File: config.mk
export PLATFORM = sky130hd
export DESIGN_NAME = pipe_stage_reg_flat
export DESIGN_NICKNAME = d
export VERILOG_FILES = /design/src/rtl/pipe_stage_reg_pkg.sv /design/src/rtl/pipe_stage_reg_if.sv /design/src/rtl/pipe_stage_reg_skid_buf.sv /design/src/rtl/pipe_stage_reg.sv /design/src/flat_wrapper.sv
export SDC_FILE = /design/constraint.sdc
export NUM_CORES = 1
export LEC_CHECK = 0
export BUFFER_PORTS_ARGS = -buffer_cell sky130_fd_sc_hd__buf_2
export CAP_MARGIN = 10
export CORE_MARGIN = 2
export CORE_UTILIZATION = 55
export CTS_BUF_LIST = sky130_fd_sc_hd__clkbuf_4
export CTS_CLUSTER_SIZE = 40
export DETAILED_ROUTE_END_ITERATION = 6
export MAX_ROUTING_LAYER = met4
export PLACE_DENSITY = 0.83
export SLEW_MARGIN = 20
export SYNTH_ARGS = -nofsm -noshare
export SYNTH_HDL_FRONTEND = slang
export SYNTH_SLANG_ARGS = --single-unit
File: constraint.sdc
create_clock -name clk -period 12.6 [get_ports clk]
set_input_delay 1.26 -clock clk [delete_from_list [all_inputs] [get_ports clk]]
set_output_delay 1.26 -clock clk [all_outputs]
set_load 0.01 [all_outputs]
File: src/rtl/pipe_stage_reg_pkg.sv
// -----------------------------------------------------------------------------
// pipe_pkg
// Shared defaults and the payload type for inter-stage pipeline registers.
//   DEF_PC_W / DEF_INST_W   : default field widths
//   DEF_RST_PC              : pc shown on the stage output after reset
//   DEF_NOP_INST            : payload shown whenever the stage holds nothing
//   pipe_word_t             : {pc, inst} payload at default widths
// -----------------------------------------------------------------------------
package pipe_pkg;

    localparam int          DEF_PC_W     = 32;
    localparam int          DEF_INST_W   = 32;
    localparam logic [31:0] DEF_RST_PC   = 32'h8000_0000;
    localparam logic [31:0] DEF_NOP_INST = 32'h0000_0000;

    typedef struct packed {
        logic [DEF_PC_W-1:0]   pc;
        logic [DEF_INST_W-1:0] inst;
    } pipe_word_t;

endpackage

File: src/rtl/pipe_stage_reg_if.sv
// -----------------------------------------------------------------------------
// pipe_stage_reg_if
// Valid/ready handshake carrying one {pc, inst} word between pipeline stages.
//   valid : producer has a word
//   ready : consumer takes the word this cycle (when valid)
//   pc    : word pc
//   inst  : word instruction / payload
// Modports: master = producer side, slave = consumer side.
// -----------------------------------------------------------------------------
interface pipe_stage_reg_if
    import pipe_pkg::*;
#(
    parameter int PC_W   = DEF_PC_W,
    parameter int INST_W = DEF_INST_W
);

    logic              valid;
    logic              ready;
    logic [PC_W-1:0]   pc;
    logic [INST_W-1:0] inst;

    modport master (
        output valid,
        output pc,
        output inst,
        input  ready
    );

    modport slave (
        input  valid,
        input  pc,
        input  inst,
        output ready
    );

endinterface

File: src/rtl/pipe_stage_reg_skid_buf.sv
// -----------------------------------------------------------------------------
// pipe_skid_buf
// Two-entry FIFO storage for a pipeline stage. Slot p0 is the head that the
// downstream stage sees; slot p1 catches the word that arrives while the head
// is blocked. Enqueue/dequeue arrive already gated by the parent, so this
// block only tracks occupancy and moves words.
//   clk, rst        : clock, synchronous active-high reset
//   flush           : empty the buffer (head pc is kept)
//   i_enq / i_deq   : accept a word / retire the head this cycle
//   i_pc / i_inst   : incoming word
//   o_pc / o_inst   : head word
//   o_count         : occupancy 0..2
//   o_full          : two words held; depends on registered state only
// -----------------------------------------------------------------------------
module pipe_skid_buf
    import pipe_pkg::*;
#(
    parameter int              PC_W   = DEF_PC_W,
    parameter int              INST_W = DEF_INST_W,
    parameter logic [PC_W-1:0] RST_PC = PC_W'(DEF_RST_PC)
) (
    input  logic              clk,
    input  logic              rst,
    input  logic              flush,
    input  logic              i_enq,
    input  logic              i_deq,
    input  logic [PC_W-1:0]   i_pc,
    input  logic [INST_W-1:0] i_inst,
    output logic [PC_W-1:0]   o_pc,
    output logic [INST_W-1:0] o_inst,
    output logic [1:0]        o_count,
    output logic              o_full
);

    logic [1:0]        r_count;
    logic [PC_W-1:0]   r_pc_p0;
    logic [INST_W-1:0] r_inst_p0;
    logic [PC_W-1:0]   r_pc_p1;
    logic [INST_W-1:0] r_inst_p1;

    logic w_load_head;
    logic w_load_tail;
    logic w_shift;

    // Incoming word goes straight to the head when the buffer is empty, or
    // when the current sole head leaves in the same cycle.
    assign w_load_head = i_enq & ((r_count == 2'd0) | ((r_count == 2'd1) & i_deq));
    assign w_load_tail = i_enq & (r_count == 2'd1) & !i_deq;
    assign w_shift     = i_deq & (r_count == 2'd2);

    always_ff @(posedge clk) begin
        if (rst) begin
            r_count <= 2'd0;
        end else if (flush) begin
            r_count <= 2'd0;
        end else begin
            case (r_count)
                2'd0:    if (i_enq) r_count <= 2'd1;
                2'd1:    if (i_enq && !i_deq) r_count <= 2'd2;
                         else if (!i_enq && i_deq) r_count <= 2'd0;
                2'd2:    if (i_deq) r_count <= 2'd1;
                default: r_count <= 2'd0;
            endcase
        end
    end

    // --- slot p0 (head) / slot p1 (skid) ---
    always_ff @(posedge clk) begin
        if (rst) begin
            r_pc_p0 <= RST_PC;
        end else if (!flush) begin
            if (w_load_head) begin
                r_pc_p0   <= i_pc;
                r_inst_p0 <= i_inst;
            end else if (w_shift) begin
                r_pc_p0   <= r_pc_p1;
                r_inst_p0 <= r_inst_p1;
            end
            if (w_load_tail) begin
                r_pc_p1   <= i_pc;
                r_inst_p1 <= i_inst;
            end
        end
    end

    assign o_pc    = r_pc_p0;
    assign o_inst  = r_inst_p0;
    assign o_count = r_count;
    assign o_full  = (r_count == 2'd2);

endmodule

File: src/rtl/pipe_stage_reg.sv
// -----------------------------------------------------------------------------
// pipe_stage_reg
// Generic inter-stage pipeline register carrying {pc, inst} with valid/ready
// handshake, hazard stall, flush and an optional 2-entry skid buffer.
//   clk, rst : clock, synchronous active-high reset
//   stall    : freeze; nothing enters or leaves this cycle
//   flush    : drop every held word; the word offered this cycle is refused
//   up       : upstream side (valid/pc/inst in, ready out)
//   dn       : downstream side (valid/pc/inst out, ready in)
//   count    : occupancy (0..1 with SKID=0, 0..2 with SKID=1)
// SKID=0 keeps one register and its ready follows dn.ready combinationally;
// SKID=1 uses pipe_skid_buf so up.ready comes from registered state only.
// dn.inst shows NOP_INST whenever dn.valid is low; dn.pc keeps the last head.
// -----------------------------------------------------------------------------
module pipe_stage_reg
    import pipe_pkg::*;
#(
    parameter int                PC_W     = DEF_PC_W,
    parameter int                INST_W   = DEF_INST_W,
    parameter logic [PC_W-1:0]   RST_PC   = PC_W'(DEF_RST_PC),
    parameter logic [INST_W-1:0] NOP_INST = INST_W'(DEF_NOP_INST),
    parameter bit                SKID     = 1'b1
) (
    input  logic                    clk,
    input  logic                    rst,
    input  logic                    stall,
    input  logic                    flush,
    pipe_stage_reg_if.slave         up,
    pipe_stage_reg_if.master        dn,
    output logic [1:0]              count
);

    logic              w_enq;
    logic              w_deq;
    logic              w_in_ready;
    logic              w_head_valid;
    logic [PC_W-1:0]   w_head_pc;
    logic [INST_W-1:0] w_head_inst;
    logic [1:0]        w_count;

    assign w_enq        = up.valid & w_in_ready;
    assign w_deq        = w_head_valid & dn.ready & !stall & !flush;
    assign w_head_valid = (w_count != 2'd0);

    generate
        if (SKID) begin : g_skid
            logic w_full;

            pipe_skid_buf #(
                .PC_W   (PC_W),
                .INST_W (INST_W),
                .RST_PC (RST_PC)
            ) u_skid_buf (
                .clk     (clk),
                .rst     (rst),
                .flush   (flush),
                .i_enq   (w_enq),
                .i_deq   (w_deq),
                .i_pc    (up.pc),
                .i_inst  (up.inst),
                .o_pc    (w_head_pc),
                .o_inst  (w_head_inst),
                .o_count (w_count),
                .o_full  (w_full)
            );

            assign w_in_ready = !stall & !flush & !w_full;
        end else begin : g_single
            logic              r_vld_p0;
            logic [PC_W-1:0]   r_pc_p0;
            logic [INST_W-1:0] r_inst_p0;

            always_ff @(posedge clk) begin
                if (rst) begin
                    r_vld_p0 <= 1'b0;
                end else if (flush) begin
                    r_vld_p0 <= 1'b0;
                end else if (w_enq) begin
                    r_vld_p0 <= 1'b1;
                end else if (w_deq) begin
                    r_vld_p0 <= 1'b0;
                end
            end

            // --- head register p0 ---
            always_ff @(posedge clk) begin
                if (rst) begin
                    r_pc_p0 <= RST_PC;
                end else if (w_enq) begin
                    r_pc_p0   <= up.pc;
                    r_inst_p0 <= up.inst;
                end
            end

            assign w_count     = {1'b0, r_vld_p0};
            assign w_head_pc   = r_pc_p0;
            assign w_head_inst = r_inst_p0;
            // The head may be replaced in the same cycle it is consumed.
            assign w_in_ready  = !stall & !flush & (!r_vld_p0 | dn.ready);
        end
    endgenerate

    assign up.ready = w_in_ready;
    assign dn.valid = w_head_valid;
    assign dn.pc    = w_head_pc;
    assign dn.inst  = w_head_valid ? w_head_inst : NOP_INST;
    assign count    = w_count;

endmodule

File: src/flat_wrapper.sv
// flat-port wrapper written by rule: the top's interface ports become plain ports
module pipe_stage_reg_flat import pipe_pkg::*;
#(
    parameter int                PC_W     = DEF_PC_W,
    parameter int                INST_W   = DEF_INST_W,
    parameter logic [PC_W-1:0]   RST_PC   = PC_W'(DEF_RST_PC),
    parameter logic [INST_W-1:0] NOP_INST = INST_W'(DEF_NOP_INST),
    parameter bit                SKID     = 1'b1
)
  (clk, rst, stall, flush, count, up_valid, up_pc, up_inst, up_ready, dn_valid, dn_pc, dn_inst, dn_ready);
  pipe_stage_reg_if #(.PC_W(PC_W), .INST_W(INST_W)) up_i ();
  pipe_stage_reg_if #(.PC_W(PC_W), .INST_W(INST_W)) dn_i ();
  input  logic clk;
  input  logic rst;
  input  logic stall;
  input  logic flush;
  output logic [1:0] count;
  input wire logic [$bits(up_i.valid)-1:0] up_valid;
  input wire logic [$bits(up_i.pc)-1:0] up_pc;
  input wire logic [$bits(up_i.inst)-1:0] up_inst;
  output wire logic [$bits(up_i.ready)-1:0] up_ready;
  output wire logic [$bits(dn_i.valid)-1:0] dn_valid;
  output wire logic [$bits(dn_i.pc)-1:0] dn_pc;
  output wire logic [$bits(dn_i.inst)-1:0] dn_inst;
  input wire logic [$bits(dn_i.ready)-1:0] dn_ready;
  assign up_i.valid = up_valid;
  assign up_i.pc = up_pc;
  assign up_i.inst = up_inst;
  assign up_ready = up_i.ready;
  assign dn_valid = dn_i.valid;
  assign dn_pc = dn_i.pc;
  assign dn_inst = dn_i.inst;
  assign dn_i.ready = dn_ready;
  pipe_stage_reg #(.PC_W(PC_W), .INST_W(INST_W), .RST_PC(RST_PC), .NOP_INST(NOP_INST), .SKID(SKID)) u_core (.clk(clk), .rst(rst), .stall(stall), .flush(flush), .up(up_i), .dn(dn_i), .count(count));
endmodule
* Yosys cells after proc, flatten, opt, wreduce, memory -nomap -nowiden
Index checks and enable logic that the tools add are counted.
** Operators by class
- $add $sub $neg :: 0
- $mul :: 0
- Magnitude comparators :: 0
- Div/mod/pow operators :: 0
- Shifts and indexed selects :: 0
- Bitwise operators :: 14
- Muxes and demuxes :: 10
- Equality and inequality tests :: 5
- Reductions and logical operators :: 15
** Operators with widths (number)
- $mux 32 :: 5
- $and 1x1->1 :: 11
- $reduce_and 3->1 :: 3
- $mux 2 :: 4
- $pmux 2 s3 :: 1
- $logic_not 1->1 :: 5
- $ne 2x2->1 const B :: 2
- $reduce_bool 2->1 :: 2
- $ne 3x1->1 const B :: 1
- $eq 2x1->1 const B :: 1
- $eq 2x2->1 const B :: 1
- $logic_and 1x1->1 :: 2
- $logic_not 2->1 :: 1
- $not 1->1 :: 2
- $reduce_and 2->1 :: 1
- $reduce_or 2->1 :: 1
- $or 1x1->1 :: 1
** Word-level totals
- Bits in latches :: 0
- Bits in registers :: 130
- Bits of input ports :: 70
- Word-level logic and storage cells :: 49
- Memories kept :: 0
- Bits in writable memories :: 0
- Output and inout port bits :: 68
- ROM bits :: 0

* Longest topological paths before layout
- Depth in word-level cells :: 9
- Depth in mapped cells :: 7
- Depth with buffers taken out :: 4

* Cells and area by module
From an unflattened synthesis, not the netlist that was laid out.
** Second synthesis, totals
- Cell total of the unflattened synthesis :: 345
- Area total of the unflattened synthesis :: 5265.0 um2
** By module, submodules not included
- pipe_skid_buf :: instances 1, cells an instance 305, area an instance 4988.5 um2, seq. area each 3563.4 um2
- pipe_stage_reg :: instances 1, cells an instance 40, area an instance 276.5 um2, seq. area each 0.0 um2

* Worst setup path after synthesis
No wires, ideal clock.
- Path kind :: input to register
- Start point :: input port rst
- End point :: register u_core.g_skid.u_skid_buf.r_inst_p1[0], enable pin
- Arrival time :: 6.136 ns
- Slack :: 5.899 ns
- Buffers on the path :: 2
- Data required time :: 12.035 ns
- Library setup time :: 0.565 ns
- Stages on the path :: 3
- Cells stage by stage :: clkbuf_1 clkbuf_1 nor3_1
** Between the ends
- Longest elaborated chain between the ends :: 2
** Ends and longest elaborated chain
- start: declaration :: RTL line flat_wrapper.sv:14 : input logic rst;
- $not 1->1 (no source line)
- $reduce_and 3->1 (no source line)
- end signal: assignment :: RTL line pipe_stage_reg_skid_buf.sv:81 : r_inst_p1 <= i_inst;
- end: declaration :: RTL line pipe_stage_reg_skid_buf.sv:39 : logic [INST_W-1:0] r_inst_p1;
Every way passes these cells.
A chain may end at the register's enable or synchronous reset.

* Worst setup path after layout
- Start point :: input port flush
- End point :: register u_core.g_skid.u_skid_buf.r_inst_p0[22], in the netlist u_core.g_skid.u_skid_buf.o_inst[22], enable pin
** Between the ends
- Longest elaborated chain between the ends :: 7
- Elaborated cells on any way between the ends :: 12
- Those cells by class :: bitwise: 9; reduce/logical: 3
** Ends and longest elaborated chain
- start: declaration :: RTL line flat_wrapper.sv:16 : input logic flush;
- $logic_not 1->1 :: RTL line pipe_stage_reg.sv:42, pipe_stage_reg.sv:67
- $and 1x1->1, on equally long branches :: RTL line pipe_stage_reg.sv:67, pipe_stage_reg.sv:42
- $and 1x1->1, on equally long branches :: RTL line pipe_stage_reg.sv:67, pipe_stage_reg_skid_buf.sv:47
- $and 1x1->1 or $or 1x1->1 (tied branches) :: RTL line pipe_stage_reg.sv:41, pipe_stage_reg_skid_buf.sv:47
- $and 1x1->1 :: RTL line pipe_stage_reg_skid_buf.sv:47 : assign w_load_head = i_enq & ((r_count == 2'd0) | ((r_count == 2'd1) & i_deq));
- $reduce_bool 2->1 (no source line)
- $reduce_and 3->1 (no source line) *
- end signal: assignment :: RTL line pipe_stage_reg_skid_buf.sv:74 : r_inst_p0 <= i_inst;
- end signal: assignment :: RTL line pipe_stage_reg_skid_buf.sv:77 : r_inst_p0 <= r_inst_p1;
- end: declaration :: RTL line pipe_stage_reg_skid_buf.sv:37 : logic [INST_W-1:0] r_inst_p0;
Every way passes the cells marked *; elsewhere a longest branch is shown, timed or not.

==> flow_metrics.py <==
metrics = {
    "timing": {
        "relSlewSlack": 0.3568,
        "tns_ns": 0,
        "max_freq_ghz": 0.2695,
        "worst_pin_slew_ns": 0.9648,
        "hold_viol_final": 0,
        "whs_ns": 0.5182,
        "finalCritPeriodShare": 0.2945,
        "min_period_ns": 3.711,
        "rsz0062_at_grt": "no",
        "slew_violations": 0,
        "finalSetupViolCount": 0,
        "fin_worst_skew_ns": 0.02147,
    },
    "critical_path": {
        "worstSetupPathType": "in2reg",
        "path_delay_family": "simple AND/OR/NAND/NOR gates",
        "worst_ep_arrival_time_ns": 3.88,
        "slowest_delay_ns": 0.78,
        "cp.required_ns": 12.77,
        "critPathBufInv": 3,
        "cp_slowest_cell": "or2_2",
        "path_cells": "buf_2 -> nor2_2 -> and4b_4 -> buf_12 -> or2_2 -> and2_1 -> buf_4",
        "startpoint_type": "input pin",
        "critPathCaptureType": "flop",
        "cp_max_fo": 65,
    },
    "cells_and_area": {
        "fill_cells": 712,
        "nets": 644,
        "design_area_mm2": 0.006374,
        "seq_area_mm2": 0.003563,
        "finalNonFillerCells": 718,
        "drive_gt1_frac": 0.3560,
        "area_growth_syn_to_layout_pct": 20.34,
        "multi_input_area_mm2": 0.001568,
    },
    "floorplanning": {
        "rows": 35,
        "start_util": 0.5705,
        "core_area_mm2": 0.009284,
        "io-pin-count": 138,
        "die_y_um": 102.1,
        "dieArea_mm2": 0.01043,
        "die_x_um": 102.1,
    },
    "place": {
        "placed_area_mm2": 0.006038,
        "portBuffers": 137,
        "placedCellCount": 683,
        "hpwlAfterDp_um": 7299,
        "gp_congestion": 0.7905,
    },
    "clocking": {
        "htreeDepth": 4,
        "clockRootBuffer": "clkbuf_4",
        "cts_tree": "yes",
        "post-cts-setup-buffers": 0,
        "clk_pin_slew_ns": 0.11,
        "numCtsBuffers": 17,
        "cts.repair.resized": 0,
        "ctsLongestPathBuffers": 2,
        "postCtsHoldBufs": 0,
        "clock_latency_ns": 0.52,
        "clock-sinks": 130,
    },
    "routing": {
        "vias": 3814,
        "wire_per_inst_um": 15.57,
        "vias_per_cell": 5.312,
        "wirelength_um": 11180,
        "ant_nets": 0,
        "drc": 0,
        "drt_iter0_drc": 183,
        "firstDrtPassIters": 5,
    },
    "power": {
        "powerDensity_mw_per_mm2": 129.9,
        "peakVddDrop_uv": 81.87,
        "p_leak_nw": 2.585,
    },
    "synthesis": {
        "syn_inst": 443,
        "synth_area_mm2": 0.005296,
        "postSynthNetCount": 513,
        "yosysWarnings": 0,
        "ys_ff_latch": 130,
        "synth_cell_types": 26,
        "syn_area_per_cell_um2": 11.96,
        "yosysSeqAreaShare": 0.6728,
    },
    "hold_path": {
        "holdCritPathClass": "reg2reg",
    },
    "run": {
        "drv_cap": 0,
    },
    "global_routing": {
        "grt.overflow.total": 0,
        "grt_pass1_wl_um": 17510,
        "grt_pass1_vias": 3710,
        "grt_max_degree": 98,
        "antenna_found_initial": 1,
        "grt.total_usage": 0.2282,
    },
    "status": {
        "status": "completed",
    },
}
-- cell usage after synthesis (all sizes together) --
library cell	number	area [um^2]
mux2i	1	10.01
nor2	2	10.01
and3	1	6.260
a41oi	1	8.760
nand4b	2	17.52
a211oi	1	7.510
clkbuf	19	71.32
a311oi	31	446.7
nand2	163	611.8
dfxtp	34	680.7
a21oi	1	5.000
and2	1	6.260
buf	14	97.59
edfxtp	96	2883
nand2b	1	6.260
nor3	34	170.2
and4b	1	10.01
inv	2	7.510
or2	1	6.260
xor2	1	8.760
nor4	2	12.51
nor2b	34	212.7
-- worst reg2reg max path, delay by kind of cell, from the launching register on --
family,cells,cell delay (ns)
flops,1,0.40
buf+inv,2,0.69
simple gates,3,1.67
-- final timing paths --
kind,depth (start not counted),slack (ns),start,endpoint
setup / recovery,7,8.89,flush,u_core.g_skid.u_skid_buf.o_inst[22]
hold / removal,2,0.52,u_core.g_skid.u_skid_buf.r_inst_p1[18],u_core.g_skid.u_skid_buf.o_inst[18]
setup reg to reg,5,9.51,u_core.g_skid.u_skid_buf.o_count[1],u_core.g_skid.u_skid_buf.o_inst[22]
hold reg to reg,2,0.52,u_core.g_skid.u_skid_buf.r_inst_p1[18],u_core.g_skid.u_skid_buf.o_inst[18]
-- sequential cells by signal, indices dropped and copies added (netlist names) --
name                                count
u_core.g_skid.u_skid_buf.r_pc_p1       32
u_core.g_skid.u_skid_buf.o_count        2
u_core.g_skid.u_skid_buf.o_pc          32
u_core.g_skid.u_skid_buf.o_inst        32
u_core.g_skid.u_skid_buf.r_inst_p1     32
-- placed cells by master, fill, tap and decap left out, drive strengths merged, types with 2 or more instances in the layout --
cell        n
diode       2
clkinv      5
clkbuf     17
edfxtp     96
nor2b      34
nor2        2
nor3       34
bufinv      3
clkinvlp    3
nand4b      2
nor4        2
a311oi     31
buf       145
dfxtp      34
nand2     163
inv         6
-- metal layers --
metal,track usage,vias to the layer above,share of wire
met4,0.08615,0,0.015
met2,0.3583,162,0.49
met1,0.2777,1807,0.40
met5,-,-,0
li1,-,1828,-
met3,0.07387,17,0.089
-- through the flow --
| stage | worst slack [ns] | total power, mW | utilization |
|---|---|---|---|
| 2_1_floorplan | 5.899 | 0.5099 | - |
| 3_3_place_gp | 8.135 | 0.5333 | 0.6504 |
| 3_5_place_dp | 8.069 | 0.5357 | 0.6504 |
| 4_1_cts | 8.642 | 0.8330 | 0.6838 |
| 5_1_grt | 8.719 | 0.8565 | 0.6863 |
| 6_report | 8.889 | 0.8282 | 0.6865 |
-- layout make-up --
class | instances | area share
Inverter | 2 | 0.001178
Sequential cell | 130 | 0.5591
Tap cell | 129 | 0.02532
Clock inverter | 15 | 0.02866
Timing Repair Buffer | 145 | 0.1190
Multi-Input combinational cell | 278 | 0.2460
Clock buffer | 17 | 0.02002
Antenna cell | 2 | 0.0007852
-- power breakdown --
| group | internal [mW] | switching (mW) |
|---|---|---|
| logic | 0.0244 | 0.0348 |
| registers | 0.464 | 0.00331 |
| clock network | 0.140 | 0.162 |
-- cell families after synthesis --
logic type | share of synthesized area
AO/OA/AOI/OAI | 0.08835
XOR/XNOR | 0.001654
buffers and inverters | 0.03331
flip-flops | 0.6728
multiplexers | 0.001890
AND/OR/NAND/NOR | 0.2020
Power figures use the tool's default switching activity.
